$ cat config.mk
export PLATFORM = sky130hd
export DESIGN_NAME = wb_slot_scheduler
export DESIGN_NICKNAME = d
export VERILOG_FILES = /design/src/rtl/inst_package.sv /design/src/rtl/wb_busy_table.sv /design/src/rtl/wb_slot_scheduler.sv
export SDC_FILE = /design/constraint.sdc
export NUM_CORES = 1
export LEC_CHECK = 0
export CORE_MARGIN = 2
export CORE_UTILIZATION = 60
export CTS_CLUSTER_SIZE = 8
export DETAILED_ROUTE_END_ITERATION = 6
export PLACE_DENSITY = 0.83
export SYNTH_ARGS = -nofsm -noshare
export SYNTH_HDL_FRONTEND = slang
export SYNTH_SLANG_ARGS = --single-unit
$ cat constraint.sdc
create_clock -name clk -period 5.55 [get_ports clk]
set_input_delay 1.3875 -clock clk [delete_from_list [all_inputs] [get_ports clk]]
set_output_delay 1.3875 -clock clk [all_outputs]
set_load 0.05 [all_outputs]
$ cat src/rtl/inst_package.sv
// Shared FPU result-path definitions.
// Holds the standard FPU result latencies and the writeback slot record that the
// writeback scheduler keeps per reserved cycle.
package inst_package;

  localparam int unsigned FPU_LAT_ONE = 1;  // ftoi / itof
  localparam int unsigned FPU_LAT_TWO = 2;  // fadd / fsub / fmul / fsqrt
  localparam int unsigned FPU_LAT_DIV = 4;  // fdiv

  typedef struct packed {
    logic       valid;
    logic [4:0] rd;
  } wb_slot_t;

endpackage

$ cat src/rtl/wb_busy_table.sv
// Pending-destination table for the FPU writeback scheduler.
// One bit per GPR, set when a result is reserved and cleared when it retires.
// Ports:
//   clk, rst          clock, synchronous active-high reset
//   set_en, set_rd    mark set_rd pending (ignored for r0)
//   clr_en, clr_rd    mark clr_rd no longer pending; wins over a same-edge set
//   rd_a, a_busy      combinational read port A
//   rd_b, b_busy      combinational read port B
//   busy_vec          full vector, used by the grant logic for the WAW check
module wb_busy_table (
  input  logic        clk,
  input  logic        rst,
  input  logic        set_en,
  input  logic [4:0]  set_rd,
  input  logic        clr_en,
  input  logic [4:0]  clr_rd,
  input  logic [4:0]  rd_a,
  output logic        a_busy,
  input  logic [4:0]  rd_b,
  output logic        b_busy,
  output logic [31:0] busy_vec
);

  logic [31:0] busy_q, busy_d;

  always_comb begin
    busy_d = busy_q;
    if (set_en && (set_rd != 5'd0)) busy_d[set_rd] = 1'b1;
    if (clr_en) busy_d[clr_rd] = 1'b0;
    busy_d[0] = 1'b0;  // r0 is never a real destination
  end

  always_ff @(posedge clk) begin
    if (rst) busy_q <= '0;
    else     busy_q <= busy_d;
  end

  assign a_busy   = busy_q[rd_a];
  assign b_busy   = busy_q[rd_b];
  assign busy_vec = busy_q;

endmodule

$ cat src/rtl/wb_slot_scheduler.sv
// Per-lane FPU writeback-port scheduler.
// Reserves the single GPR write slot each multi-cycle FPU op will use, so two
// results never land in the same writeback cycle, and tracks pending
// destinations for the decode RAW/WAW interlock.
// Optional feature: define WB_SCHED_STATS_EN to add saturating grant_cnt and
// conflict_cnt outputs.
// Ports:
//   clk, rst               clock, synchronous active-high reset
//   interlock              pipeline freeze: no shift, no accept, busy frozen
//   req_valid/lat/rd       op presented for issue (lat 1..MAX_LAT)
//   req_ready              combinational grant, independent of req_valid
//   query_rs/query_rt      hazard query registers
//   rs_busy/rt_busy        combinational pending flags for the queries
//   wb_valid/wb_rd         registered retirement of slot 0
//   pending_cnt            registered count of occupied slots
module wb_slot_scheduler
  import inst_package::*;
#(
  parameter int unsigned MAX_LAT = FPU_LAT_DIV,
  parameter int unsigned LAT_W   = 3
) (
  input  logic             clk,
  input  logic             rst,
  input  logic             interlock,
  input  logic             req_valid,
  input  logic [LAT_W-1:0] req_lat,
  input  logic [4:0]       req_rd,
  output logic             req_ready,
  input  logic [4:0]       query_rs,
  input  logic [4:0]       query_rt,
  output logic             rs_busy,
  output logic             rt_busy,
  output logic             wb_valid,
  output logic [4:0]       wb_rd,
  output logic [LAT_W-1:0] pending_cnt
`ifdef WB_SCHED_STATS_EN
  ,
  output logic [31:0]      grant_cnt,
  output logic [31:0]      conflict_cnt
`endif
);

  wb_slot_t slot_q  [MAX_LAT];
  wb_slot_t slot_d  [MAX_LAT];
  wb_slot_t shifted [MAX_LAT];

  logic             advance;
  logic             accept;
  logic             lat_ok;
  logic             slot_free;
  logic             waw_ok;
  logic [31:0]      busy_vec;
  logic [LAT_W-1:0] cnt_d, cnt_q;

  assign advance = ~interlock;

  // Slot contents after one advance, before any insert.
  always_comb begin
    shifted[MAX_LAT-1] = '0;
    for (int i = 0; i < int'(MAX_LAT) - 1; i++) begin
      shifted[i] = slot_q[i+1];
    end
  end

  // The target index must still be empty after the shift, i.e. slot[req_lat]
  // must not be about to move into it.
  always_comb begin
    slot_free = 1'b0;
    for (int i = 0; i < int'(MAX_LAT); i++) begin
      if (req_lat == LAT_W'(i + 1)) slot_free = ~shifted[i].valid;
    end
  end

  assign lat_ok    = (req_lat != '0) && (32'(req_lat) <= MAX_LAT);
  assign waw_ok    = (req_rd == 5'd0) || !busy_vec[req_rd];
  assign req_ready = advance && lat_ok && slot_free && waw_ok;
  assign accept    = req_valid && req_ready;

  always_comb begin
    for (int i = 0; i < int'(MAX_LAT); i++) begin
      slot_d[i] = slot_q[i];
    end
    if (advance) begin
      for (int i = 0; i < int'(MAX_LAT); i++) begin
        slot_d[i] = shifted[i];
        if (accept && (req_lat == LAT_W'(i + 1))) begin
          slot_d[i].valid = 1'b1;
          slot_d[i].rd    = req_rd;
        end
      end
    end
  end

  always_comb begin
    cnt_d = '0;
    for (int i = 0; i < int'(MAX_LAT); i++) begin
      cnt_d = cnt_d + LAT_W'(slot_d[i].valid);
    end
  end

  always_ff @(posedge clk) begin
    if (rst) begin
      for (int i = 0; i < int'(MAX_LAT); i++) begin
        slot_q[i] <= '0;
      end
      cnt_q <= '0;
    end else begin
      for (int i = 0; i < int'(MAX_LAT); i++) begin
        slot_q[i] <= slot_d[i];
      end
      cnt_q <= cnt_d;
    end
  end

  assign wb_valid    = slot_q[0].valid;
  assign wb_rd       = slot_q[0].rd;
  assign pending_cnt = cnt_q;

  // The destination stays busy through its own writeback cycle and clears on
  // the advance edge that retires it.
  wb_busy_table u_busy (
    .clk      (clk),
    .rst      (rst),
    .set_en   (accept),
    .set_rd   (req_rd),
    .clr_en   (advance && slot_q[0].valid),
    .clr_rd   (slot_q[0].rd),
    .rd_a     (query_rs),
    .a_busy   (rs_busy),
    .rd_b     (query_rt),
    .b_busy   (rt_busy),
    .busy_vec (busy_vec)
  );

`ifdef WB_SCHED_STATS_EN
  logic [31:0] grant_q, conflict_q;

  always_ff @(posedge clk) begin
    if (rst) begin
      grant_q    <= '0;
      conflict_q <= '0;
    end else begin
      if (accept && (grant_q != '1)) grant_q <= grant_q + 32'd1;
      if (advance && req_valid && !req_ready && (conflict_q != '1)) begin
        conflict_q <= conflict_q + 32'd1;
      end
    end
  end

  assign grant_cnt    = grant_q;
  assign conflict_cnt = conflict_q;
`endif

endmodule

Yosys cells after proc, flatten, opt, wreduce, memory -nomap -nowiden --
Memories as Yosys holds them, arrays and structs flattened. Cells that the tools add are included.
Storage, ports and cells: logic and storage cells 75, register bits after elaboration 35, memory bits (writable) 24, memories 1
Cells by class: magnitude comparators 7, reductions and logical operators 18, equality and inequality tests 4, add/sub/neg operators 3, bitwise logic cells 11, mux-type cells 28
Memories:
- slot_q | depth 4, bits a word 6, read ports 4, clocked after memory_dff 0, wr ports 4, line wb_slot_scheduler.sv:43 | wb_slot_t slot_q [MAX_LAT];
Operators with widths (number):
- $mux W32 | 2
- $mux W6 | 8
- $and A32 B32 Y32 | 1
- $not A32 Y32 | 1
- $or A32 B32 Y32 | 1
- $lt A5 B6 Y1 const B | 4
- $mux W24 | 1
- $bmux W1 S5 | 3
- $logic_and A1 B1 Y1 | 13
- $mux W1 | 12
- $demux W1 S5 | 2
- $ge A5 B1 Y1 const B | 2
- $eq A3 B2 Y1 const B | 2
- $logic_not A5 Y1 | 1
- $reduce_bool A5 Y1 | 1
- $not A1 Y1 | 4
- $or A1 B1 Y1 | 4
- $add A2 B1 Y3 | 1
- $add A3 B1 Y3 | 1
- $eq A3 B1 Y1 const B | 1
- $eq A3 B3 Y1 const B | 1
- $le A3 B3 Y1 const B | 1
- $reduce_bool A3 Y1 | 1
- $add A1 B1 Y2 | 1
- 2 further kinds | 2

Depth between registers and ports, before layout --
Gate-level depths: netlist of run 1. An unclocked memory read counts as a cell.
word-level depth 15, mapped depth 13, gate-level depth less buffers 12

Hierarchy --
A second synthesis of run 1 with hierarchy kept.
Unflattened totals: cell total of the unflattened synthesis 397, area total of the unflattened synthesis 3497.1 um2
By module, submodules not included:
- wb_busy_table | area each 1825.5 um2, cells each 206, instances 1, seq. area each 620.6 um2
- wb_slot_scheduler | area each 1671.6 um2, cells each 191, instances 1, seq. area each 540.5 um2

Worst setup path before layout of run 1 --
OpenSTA, ideal clock, no wires.
kind input to output, from input port req_rd[0], to output port req_ready, cell stages on the path 8, path buffers 3, setup slack 0.910 ns, arrival time 3.253 ns, required time 4.163 ns, cells stage by stage buf_6 mux4_2 a22oi_1 o311a_1 o211a_4 buf_6 buf_6 and2_1
Between the ends: word-level cells in the longest chain between the ends 5
Ends and longest elaborated chain:
- start, declared | line wb_slot_scheduler.sv:27 | input logic [4:0] req_rd,
- $bmux W1 S5 | line wb_slot_scheduler.sv:75 | assign waw_ok = (req_rd == 5'd0) || !busy_vec[req_rd];
- $mux W1 (implied by the code) | line wb_slot_scheduler.sv:75
- $logic_not A1 Y1 | line wb_slot_scheduler.sv:75
- $logic_or A1 B1 Y1 * | line wb_slot_scheduler.sv:75
- $logic_and A1 B1 Y1 * | line wb_slot_scheduler.sv:76 | assign req_ready = advance && lat_ok && slot_free && waw_ok;
- end, declared | line wb_slot_scheduler.sv:28 | output logic req_ready,
Mark *: on every way between the ends. The rest lies on a longest branch, timed or not. The select of a mux whose other input is x is not followed.

Final worst setup path of run 1 --
from input port query_rt[0], to output port rt_busy
Between the ends: word-level cells in the longest chain between the ends 2
Ends and longest elaborated chain:
- start, declared | line wb_slot_scheduler.sv:30 | input logic [4:0] query_rt,
- $bmux W1 S5 | line wb_busy_table.sv:39 | assign b_busy = busy_q[rd_b];
- $mux W1 (implied by the code) | line wb_busy_table.sv:39
- end, declared | line wb_slot_scheduler.sv:32 | output logic rt_busy,
Every way passes these cells. The select of a mux whose other input is x is not followed.

==> results.cfg, run 1 <==
[outcome]
outcome = complete, no violations

[sta]
skew_ps = 11.3
post-route-period-util_pct = 93.4
slew_headroom_pct = 30.7
rsz0062_at_grt = no
period_minus_slack_ps = 5180
drv_slew = 0
fmax_mhz = 193
tightestPinTransition_ps = 1040
finalHoldViolCount = 0
finalSetupTns_ps = 0
setup_viol = 0

[placed_design]
gp_congestion = 0.919
dp_hpwl_mm = 6.95
io_buffers = 33

[logic_synthesis]
synth_simple_gate_area_share_pct = 17.6
synthMuxAreaShare_pct = 17.9
synthXorXnorAreaFrac_pct = 0
ys_seq_elements = 58
syn_area_mm2 = 0.00351
synth_area_per_cell_um2 = 9.58
synthCells = 366
ys_dominant_reg_cell = dfxtp_1
syn_nets = 392
synth_fa_ha_area_share_pct = 1.64
async_reset_ff_share_pct = 0
ys_seq_area_share_pct = 33.1
synth-compound-area-share_pct = 23.4
ys_warn_count = 0
synth-edff-count = 0
synth_top_family_by_area = compound AO/OA/AOI/OAI gates
synth.distinct_cells = 50

[detailed_routing]
drt-initial-drc-count = 404
antenna_left = 0
routed_wl_mm = 10.0
num_vias = 3279
drt_pre_antenna_iters = 5
drc_errors = 0
vias_per_cell = 7.10
routedWlPerCell_um = 21.7

[floorplan]
ios = 34
die_area_mm2 = 0.00647
die_h_um = 80.5
start_util_pct = 62.9
die_w_um = 80.5
std_cell_rows = 27
core_area_mm2 = 0.00557

[finish]
nNetsFinal = 411
area_growth_syn_to_layout_pct = 14.3
fillers = 423
drive_gt1_share_pct = 20.0
regArea_mm2 = 0.00116
antenna_cells = 0
multi_input_area_mm2 = 0.00212

[clock_network]
cts_setup_buffers = 0
htreeDepth = 3
cts.path.max_buffers = 2
cts_root_buffer = clkbuf_8
clk_pin_slew_ps = 70
clk-insertion-delay-late_ps = 350
cts_resized = 0
cts.sinks = 58
numCtsBuffers = 9
cts_hold_buffers = 0
cts_tree = built

[grt]
antenna_found_initial = 0
grt_max_degree = 59
overflow = 0
use_met2_pct = 53.3
grt.busiest_layer = met2
grt_pass1_wl_mm = 16.0
grt_pass1_vias = 3097
met1_usage_pct = 40.5
grt_use_met3_pct = 6.18
track_usage_pct = 32.7

[setup_path]
r2r_slack_ps = 2210
cp-end-kind = output pin
path_class = input port to output pin
crit_chain = clkdlybuf4s50_1 -> mux4_2 -> mux4_2 -> mux2_2 -> buf_4
critPathMaxStageDelay_ps = 850
arrival_ps = 3800
worstSetupStartpointType = input port
crit_path_max_fanout = 9
cpMaxStageDelayCell = clkdlybuf4s50_1
cp.required_ps = 4160
critPathMostFrequentCell = mux4_2
reg2reg_depth = 10

[run]
maxCapViolations = 0

[power]
ir_worst_vdd_v = 0.000190
p_total_uw = 944
power_density_mw_per_mm2 = 235
p_leak_uw = 0.00131

[worst_hold_path]
hold_depth = 2
hp-class = register to register
## per-layer routing
metal,wire [um],up-vias,part of all wire [%]
met5,0,-,0
met4,430,0,4.3
met3,842,45,8.4
met2,4830,196,48
met1,3920,1557,39
li1,-,1481,-
## per-stage QoR
step / util [%] / std cells / cell area, um^2 / setup WS (ps) / hold WS (ps)
floorplan: - / 366 / 3510 / 910 / 445
global placement: 68.7 / 446 / 3830 / 458 / 455
detailed placement: 68.7 / 446 / 3830 / 344 / 464
finish: 71.9 / 462 / 4010 / 366 / 472
CTS: 71.9 / 462 / 4010 / 338 / 474
global route: 71.9 / 462 / 4010 / 277 / 501
## area by class of cell
cell class	instances	share of cell area (%)
Clock buffer	10	3.43
Clock inverter	6	1.03
Inverter	11	1.03
Multi-Input combinational cell	261	53.0
Sequential cell	58	29.0
Tap cell	72	2.25
Timing Repair Buffer	44	10.3
## cell usage after synthesis (all sizes together) (5+ instances only)
cell | count | share of area (%)
nand4 | 9 | 1.6
a41oi | 12 | 3.0
a21oi | 13 | 1.9
a311oi | 5 | 1.2
buf | 9 | 2.2
nor3 | 15 | 2.1
a211oi | 28 | 6.0
nor4 | 5 | 0.89
o21ai | 9 | 1.3
nand2 | 17 | 1.8
nor2b | 10 | 1.8
nor2 | 27 | 2.9
clkbuf | 27 | 2.9
nor3b | 7 | 1.9
o221a | 5 | 1.6
and3 | 6 | 1.1
mux2 | 10 | 3.2
inv | 10 | 1.1
dfxtp | 58 | 33
mux4 | 22 | 14
a31oi | 20 | 3.6
## path summary, 6_finish.rpt
path | startpoint | endpoint
worst max-delay path | query_rt[0] | rt_busy
worst min-delay path | slot_q[0][19] | slot_q[0][19]
worst max register to register | u_busy.busy_vec[23] | pending_cnt[1]
worst min register to register | slot_q[0][19] | slot_q[0][19]
## sequential cells by signal, summed over array words and instances (netlist names)
name and cells:
u_busy.busy_vec 31, pending_cnt 3, slot_q 24
## cell families after synthesis
group                      count (synthesis)
AOI/OAI and AO/OA                        111
adders and majority gates                  4
buffers and inverters                     47
DFF                                       58
muxes                                     34
and+or+nand+nor                          112
## placed cells by master (no fill, tap or decap), drive strengths merged, types with 12 or more instances in the layout
cell type	n
nor2	27
dfxtp	58
clkdlybuf4s50	29
a31oi	20
a41oi	12
a211oi	28
buf	15
nand2	17
mux4	22
nor3	15
a21oi	13
## power breakdown
part           total, uW  switching [uW]  internal [uW]
registers            435            8.81            426
clock network        359             186            174
logic                150            92.6           56.9
total                944             287            657
## critical path: cells and delay by family
kind     cells  cell delay [ps]
mux          3             1360
buf+inv      2             1040
(Power assumes the default switching activity.)
==> run 2: changes to the inputs <==
--- a/config.mk
+++ b/config.mk
@@ -12,4 +12,5 @@
 export PLACE_DENSITY = 0.83
 export SYNTH_ARGS = -nofsm -noshare
 export SYNTH_HDL_FRONTEND = slang
+export SYNTH_HIERARCHICAL = 1
 export SYNTH_SLANG_ARGS = --single-unit
==> run 2 against run 1 <==
Critical path depth up 1. Final cell count up 8.2%. Design area up 2.2%. Total power grew 9.8%. Hold slack better by 1.6 ps. First-iteration DRC count fell by 11%. Sequential power about the same. Maximum frequency up 0.75%.
==> results.cfg, run 2 <==
[logic_synthesis]
syn_nets = 421
ys_warn_count = 6
synthCells = 395
syn_area_mm2 = 0.00349
synth_area_per_cell_um2 = 8.82

[sta]
finalHoldViolCount = 0
whs_ps = 473
setup_slack_ps = 404
rsz0062_at_grt = no
setup_viol = 0
finalSetupTns_ps = 0
skew_ps = 10.8
fmax_mhz = 194
tightestPinTransition_ps = 1300
slew_headroom_pct = 12.9
period_minus_slack_ps = 5150
drv_slew = 0
post-route-period-util_pct = 92.7

[power]
ir_worst_vdd_v = 0.000211
power_density_mw_per_mm2 = 253
p_leak_uw = 0.00151

[finish]
final_cell_mix = 58 x dfxtp_1, 42 x a211oi_1, 36 x a21oi_1, 34 x mux2i_1, 32 x clkdlybuf4s50_1
drive_gt1_share_pct = 10.7
final_core_utilization_pct = 73.5
final_common_cell = dfxtp_1
largest_reg_flops = 31
antenna_cells = 0
design_area_mm2 = 0.00410
area_growth_syn_to_layout_pct = 17.6
fillers = 417
nNetsFinal = 449

[setup_path]
r2r_slack_ps = 2320
arrival_ps = 3760
cp.required_ps = 4160
cp-end-kind = output pin
crit_path_max_fanout = 10
path_class = input port to output pin
reg2reg_depth = 10
worstSetupStartpointType = input port

[worst_hold_path]
hold_depth = 2
hp-class = register to register

[detailed_routing]
drt_pre_antenna_iters = 5
num_vias = 3424
drt-initial-drc-count = 359
routedWlPerCell_um = 19.9
routed_wl_mm = 9.94
vias_per_cell = 6.85
antenna_left = 0
drc_errors = 0

[floorplan]
die_w_um = 80.2
std_cell_rows = 27
core_area_mm2 = 0.00557
ios = 34
start_util_pct = 62.5
die_h_um = 80.2
die_area_mm2 = 0.00644

[grt]
grt_pass1_vias = 3070
grt_max_degree = 39
grt_pass1_wl_mm = 15.4
overflow = 0
antenna_found_initial = 0
track_usage_pct = 31.5

[placed_design]
io_buffers = 33
post-place-ws_ps = 333
placed_area_mm2 = 0.00388
dp_hpwl_mm = 6.99
gp_congestion = 0.961

[clock_network]
clk-insertion-delay-late_ps = 330
htreeDepth = 3
clk_pin_slew_ps = 70
numCtsBuffers = 9
cts_setup_buffers = 0
cts_hold_buffers = 0
cts_resized = 0
cts.path.max_buffers = 2
cts_tree = built
cts.sinks = 58
cts_root_buffer = clkbuf_8

[run]
maxCapViolations = 0

[outcome]
outcome = complete, no violations
## run 2: worst max-delay path: stages
cell and delay, ps:
clkdlybuf4s50_1 720, mux4_2 550, nand2b_1 160, o211ai_1 100, nand4_1 120, clkdlybuf4s50_1 720
## run 2: power breakdown
part | leakage, uW | internal, uW | switching, uW | total, uW
registers | 0.000471 | 427 | 9.97 | 436
logic | 0.000929 | 66.7 | 100 | 167
clock network | 0.000109 | 264 | 169 | 433
total | 0.00151 | 757 | 279 | 1040
## run 2: layout make-up
class	count	area [um^2]	share of cell area, %
clock buffers	11	141	3.45
clock inverters	5	77.6	1.89
inverters	13	48.8	1.19
multi-input cells	292	2120	51.7
flip-flops and latches	58	1160	28.3
well taps	72	90.1	2.20
repair buffers	49	460	11.2
## run 2: path summary, 6_finish.rpt
path                       from             end
max                 query_rt[1]         rt_busy
min reg2reg       slot_q[0][12]   slot_q[0][12]
min               slot_q[0][12]   slot_q[0][12]
max reg2reg  u_busy/busy_vec[8]  pending_cnt[1]
## run 2: routing by layer
| layer | global-route usage, % | routed length [um] | up-vias | part of all wire, % |
|---|---|---|---|---|
| li1 | - | - | 1565 | - |
| met1 | 43.3 | 4190 | 1630 | 42 |
| met2 | 46.8 | 4500 | 209 | 45 |
| met3 | 7.64 | 1010 | 20 | 10 |
| met4 | 13.9 | 243 | 0 | 2.4 |
| met5 | 0 | 0 | - | 0 |
## run 2: stage by stage
stage | cells | total power [uW]
detailed placement | 484 | 609
floorplan | 395 | 550
CTS | 500 | 1040
global placement | 484 | 605
global route | 500 | 1070
finish | 500 | 1040
